`src/rtl/eight_row_packer.sv`:
```
// Serial-to-parallel front end for the eight-lane row accumulator: packs 32-bit
// elements into NI-lane chunks, zero-pads each row's tail chunk, hands off via valid/ready.
module eight_row_packer #(
    parameter int NI    = 8,
    parameter int LEN_W = 16
) (
    input  logic              clk,
    input  logic              start,
    input  logic [LEN_W-1:0]  row_length,
    input  logic [31:0]       in_data,
    input  logic              in_valid,
    output logic              in_ready,
    output logic [NI*32-1:0]  adder_row_input,
    output logic              out_valid,
    input  logic              out_ready,
    output logic              out_last,
    output logic              chunk_strobe,
    output logic [LEN_W-1:0]  chunk_index
);

    localparam int LW = $clog2(NI);

    typedef enum logic [1:0] {
        IDLE,
        FILL,
        STALL
    } state_t;

    state_t                  r_state;
    logic [NI-1:0][31:0]     r_pack;
    logic [LW-1:0]           r_lane_cnt;
    logic [LEN_W-1:0]        r_elem_cnt;
    logic [LEN_W-1:0]        r_len_q;
    logic                    r_pack_last;
    logic                    r_run;
    logic [NI*32-1:0]        r_out_data;
    logic                    r_out_valid;
    logic                    r_out_last;
    logic                    r_strobe;
    logic [LEN_W-1:0]        r_out_idx;
    logic [LEN_W-1:0]        r_next_idx;

    logic                    w_out_free;
    logic                    w_stalled;
    logic                    w_in_ready;
    logic                    w_accept;
    logic                    w_row_start;
    logic [LEN_W-1:0]        w_len;
    logic [LEN_W-1:0]        w_cnt_now;
    logic                    w_row_end;
    logic                    w_close;
    logic                    w_xfer_pack;
    logic                    w_xfer_new;
    logic                    w_load;
    logic                    w_load_last;
    logic [NI*32-1:0]        w_load_data;
    logic [NI-1:0][31:0]     w_filled;

    assign w_out_free  = !r_out_valid || out_ready;
    assign w_stalled   = (r_state == STALL);
    assign w_in_ready  = r_run && !(w_stalled && !w_out_free);
    assign w_accept    = in_valid && w_in_ready;
    // A row opens on the first accept when idle or when the stalled chunk ended a row.
    assign w_row_start = (r_state == IDLE) || (w_stalled && r_pack_last);
    assign w_len       = w_row_start ? ((row_length == '0) ? LEN_W'(1) : row_length) : r_len_q;
    assign w_cnt_now   = (w_row_start ? '0 : r_elem_cnt) + LEN_W'(1);
    assign w_row_end   = (w_cnt_now == w_len);
    assign w_close     = w_accept && (w_row_end || (r_lane_cnt == LW'(NI - 1)));

    assign w_xfer_pack = w_stalled && w_out_free;
    assign w_xfer_new  = w_close && !w_stalled && w_out_free;
    assign w_load      = w_xfer_pack || w_xfer_new;
    assign w_load_data = w_xfer_pack ? r_pack : w_filled;
    assign w_load_last = w_xfer_pack ? r_pack_last : w_row_end;

    // Starting a fresh chunk clears every lane, so padding falls out naturally at row end.
    always_comb begin
        w_filled = (r_lane_cnt == '0) ? '0 : r_pack;
        w_filled[r_lane_cnt] = in_data;
    end

    always_ff @(posedge clk) begin
        if (!start) begin
            r_state     <= IDLE;
            r_pack      <= '0;
            r_lane_cnt  <= '0;
            r_elem_cnt  <= '0;
            r_len_q     <= '0;
            r_pack_last <= 1'b0;
            r_run       <= 1'b0;
            r_out_data  <= '0;
            r_out_valid <= 1'b0;
            r_out_last  <= 1'b0;
            r_strobe    <= 1'b0;
            r_out_idx   <= '0;
            r_next_idx  <= '0;
        end else begin
            r_run    <= 1'b1;
            r_strobe <= r_out_valid && out_ready;

            if (w_accept) begin
                r_len_q    <= w_len;
                r_elem_cnt <= w_cnt_now;
                r_lane_cnt <= w_close ? '0 : r_lane_cnt + LW'(1);
            end

            if (w_load) begin
                r_out_data  <= w_load_data;
                r_out_valid <= 1'b1;
                r_out_last  <= w_load_last;
                r_out_idx   <= r_next_idx;
                r_next_idx  <= w_load_last ? '0 : r_next_idx + LEN_W'(1);
            end else if (r_out_valid && out_ready) begin
                r_out_valid <= 1'b0;
            end

            // In STALL a transfer refills the output register, so a same-cycle close must stall again.
            case (r_state)
                IDLE, FILL: begin
                    if (w_accept) begin
                        if (w_close && !w_out_free) begin
                            r_state     <= STALL;
                            r_pack      <= w_filled;
                            r_pack_last <= w_row_end;
                        end else if (w_close) begin
                            r_state <= w_row_end ? IDLE : FILL;
                        end else begin
                            r_state <= FILL;
                            r_pack  <= w_filled;
                        end
                    end
                end
                STALL: begin
                    if (w_out_free) begin
                        if (w_accept && w_close) begin
                            r_state     <= STALL;
                            r_pack      <= w_filled;
                            r_pack_last <= w_row_end;
                        end else if (w_accept) begin
                            r_state <= FILL;
                            r_pack  <= w_filled;
                        end else begin
                            r_state <= r_pack_last ? IDLE : FILL;
                        end
                    end
                end
                default: r_state <= IDLE;
            endcase
        end
    end

    assign in_ready        = w_in_ready;
    assign adder_row_input = r_out_data;
    assign out_valid       = r_out_valid;
    assign out_last        = r_out_last;
    assign chunk_strobe    = r_strobe;
    assign chunk_index     = r_out_idx;

endmodule

```
`config.mk`:
```
export PLATFORM = sky130hd
export DESIGN_NAME = eight_row_packer
export DESIGN_NICKNAME = d
export VERILOG_FILES = /design/src/rtl/eight_row_packer.sv
export SDC_FILE = /design/constraint.sdc
export NUM_CORES = 1
export LEC_CHECK = 0
export ABC_CLOCK_PERIOD_IN_PS = 3700
export BUFFER_PORTS_ARGS = -buffer_cell sky130_fd_sc_hd__buf_2
export CORE_ASPECT_RATIO = 0.8
export CORE_UTILIZATION = 51
export DETAILED_ROUTE_END_ITERATION = 8
export GPL_TIMING_DRIVEN = 0
export PLACE_DENSITY = 0.82
export REMOVE_ABC_BUFFERS = 1
export SYNTH_ARGS = -nofsm -noshare
export SYNTH_HDL_FRONTEND = slang
export SYNTH_SLANG_ARGS = --single-unit
```
`constraint.sdc`:
```
create_clock -name clk -period 3.7 [get_ports clk]
set_clock_uncertainty 0.2 [all_clocks]
set_input_delay 0 -clock clk [delete_from_list [all_inputs] [get_ports clk]]
set_output_delay 0 -clock clk [all_outputs]
set_load 0.02 [all_outputs]
```
==> impl_metrics.toml <==
[outcome]
outcome = "finished with violations"
violations = "max-slew violations, negative setup slack"

[die]
core_area_sq_mm = 0.0444
die_h_microns = 192
start_util = 0.516
io_pins = 328
dieArea_sq_mm = 0.0458
die_w_microns = 239
rows = 69

[pwr]
p_leak_nw = 11.3
ir_drop_v = 0.000372
netSwitchingPower_w = 0.00327
power_density_mw_per_mm2 = 457
pwr-share-comb = 0.068
switching_share = 0.237
pwr-share-seq = 0.461
p_int_w = 0.0105
pwr-share-clk = 0.471

[setup_path]
criticalPathCategory = "flop to flop"
arrival_ns = 4.29
end_kind = "flop"
crit_fanout = 8
cp.required_ns = 3.99
startpoint_type = "flop"

[synthesis]
synthMuxAreaShare = 0.00836
postSynthCellCount = 2388
ys_types = 62
synth_top_cell_by_area = "dfxtp_1"
synthArstFlopShare = 0
ys_seq_area_frac = 0.512
synth_top_cell_area_share = 0.512
synth_fa_ha_area_frac = 0.00273
syn_area_per_cell_sq_um = 9.59
synth_compound_area_frac = 0.306
synthSimpleGateAreaFrac = 0.106
synthXorXnorAreaFrac = 0.00765
yosys-top-cells-area = "dfxtp_1, a22o_1, a211oi_1, a22oi_1, nor2_1"
synth-edff-count = 0
synthFlopType = "dfxtp_1"
ys_warn_count = 0
ys_ff_latch = 586
syn_area_sq_mm = 0.0229
synth_top_family_by_area = "compound AO/OA/AOI/OAI gates"

[finish]
syn2layout_area_growth_pct = 32.1
mostFrequentLayoutCells = "dfxtp_1, buf_2, nor2_1"
nets = 2773
fill_cells = 3144
antennaDiodeCount = 0
postLayoutCoreUtil = 0.682
multi_input_area_sq_mm = 0.0105
seq_area_sq_mm = 0.0118
final_common_cell = "dfxtp_1"
drive_gt1_frac = 0.260

[detailed_routing]
drt_iter0_drc = 3338
ant_nets = 0
via_per_inst = 6.73
post-route-drc-count = 0
wl_per_cell_microns = 26.3
drtPass1Iterations = 8
wl_microns = 88600
vias = 22667

[job]
maxCapViolations = 0

[hold_path]
hp-class = "input pin to flop"

[sta]
setup_viol = 377
finalSetupTns_ns = -47.75
setup_slack_ns = -0.305
tightest_slew_ns = 1.51
fmax_mhz = 250
final_max_slew_viol_count = 28
hold_violations = 0
holdWs_ns = 0.0273
rsz0062_at_grt = "true"
fin_crit_ns = 4.01
finalCritPeriodShare = 1.08
relSlewSlack = -0.00569

[global_routing]
grt_pass1_vias = 21232
antenna_found_initial = 0
grt_usage = 0.358
gr-total-overflow = 0
grt_pass1_wl_microns = 126000
grt_max_degree = 140

[place]
finalWeightedCongestion = 0.921
hpwl_microns = 50000
portBuffers = 327

[clocking]
htreeDepth = 2
numCtsBuffers = 56
cts_max_path_buffers = 3
cts_tree = "built"
clk_pin_slew_worst_paths_ns = 0.07
cts-root-buf = "clkbuf_16"
clock_sinks = 586
insertion_delay_ns = 0.61
## flip-flops by register name, summed over array words and instances (netlist names), 2 cells and up
| signal | count |
|---|---|
| r_next_idx | 16 |
| r_elem_cnt | 16 |
| chunk_index | 16 |
| r_len_q | 16 |
| r_pack | 256 |
| r_state | 2 |
| adder_row_input | 256 |
| r_lane_cnt | 3 |
## cells by family after synthesis
logic type,count (synthesis)
AOI/OAI and AO/OA,913
buffers and inverters,297
adders and majority gates,5
muxes,19
DFF,586
xor gates and xnor gates,20
and+or+nand+nor,548
## routing by layer
metal,global-route usage,share of wire
met4,0.206,0.061
met3,0.0764,0.11
met2,0.563,0.45
met1,0.455,0.37
met5,0,0
## power groups by stage
stage          Clock, W  Combinational, W  Sequential, W
2_1_floorplan         0          0.000345        0.00651
3_3_place_gp          0          0.000659        0.00651
3_5_place_dp          0          0.000789        0.00652
4_1_cts         0.00648          0.000889        0.00637
5_1_grt         0.00676          0.000962        0.00637
6_report        0.00650          0.000945        0.00637
## path summary, 6_finish.rpt
| kind | depth (start not counted) | endpoint | startpoint | slack [ns] |
|---|---|---|---|---|
| hold reg to reg | 2 | r_len_q[3] | r_len_q[3] | 0.27 |
| setup / recovery | 19 | adder_row_input[49] | r_pack_last | -0.31 |
| setup reg to reg | 19 | adder_row_input[49] | r_pack_last | -0.31 |
| hold / removal | 4 | r_len_q[1] | row_length[1] | 0.03 |
## area by class of cell
type / count / area share
clock inverters: 27 / 0.0147
multi-input cells: 1505 / 0.347
well taps: 603 / 0.0249
inverters: 9 / 0.00149
flip-flops and latches: 586 / 0.388
repair buffers: 558 / 0.169
clock buffers: 78 / 0.0547
## cell usage after synthesis (all sizes together), types with 4 or more instances
cell type and n:
a32o 9, or3 11, o211ai 5, or4 10, and2 38, nand3b 4
nand4 6, mux2i 18, a22o 248, nor2b 4, inv 9, o31ai 10
clkbuf 164, ha 5, nand2 89, o21ai 29, nand2b 7, a211oi 261
buf 124, and4 4, a21oi 71, xor2 9, nor4 7, nor2 321
dfxtp 586, nor3 14, xnor2 11, and3 8, a22oi 260, nand3 13
## critical path, stage by stage (launching register included)
cell and delay [ns]:
dfxtp_4 0.35, nand2b_4 0.16, nand2_8 0.07, and2_4 0.17, ha_4 0.18, and4_4 0.21, o211ai_1 0.14, o221ai_1 0.16
nor4b_2 0.31, nand4_1 0.17, buf_6 0.17, or3_4 0.36, a21oi_4 0.25, buf_12 0.16, buf_16 0.11, buf_16 0.11
buf_16 0.14, buf_16 0.13, nor2_1 0.05, a211oi_1 0.25
## through the flow
| stage | instances | area, sq um | setup slack [ns] | total power, W |
|---|---|---|---|---|
| 6_report | 3366 | 30300 | -0.305 | 0.0138 |
| 2_1_floorplan | 2100 | 21600 | -7.06 | 0.00685 |
| 5_1_grt | 3366 | 30300 | -0.372 | 0.0141 |
| 3_3_place_gp | 3030 | 24000 | -13.01 | 0.00717 |
| 3_5_place_dp | 3098 | 25500 | -2.43 | 0.00731 |
| 4_1_cts | 3345 | 29500 | -0.257 | 0.0137 |
## repair_timing
item | 4_1_cts | 5_1_grt
setup endpoints to repair | 553 | 545
endpoints found under the hold margin | 545 | 7
hold buffers | 58 | 1
cloned | 18 | 14
pin swaps | 53 | 35
buffers inserted | 67 | 12
resized for setup | 76 | 68
No activity file was read; power rests on OpenSTA's default activity.
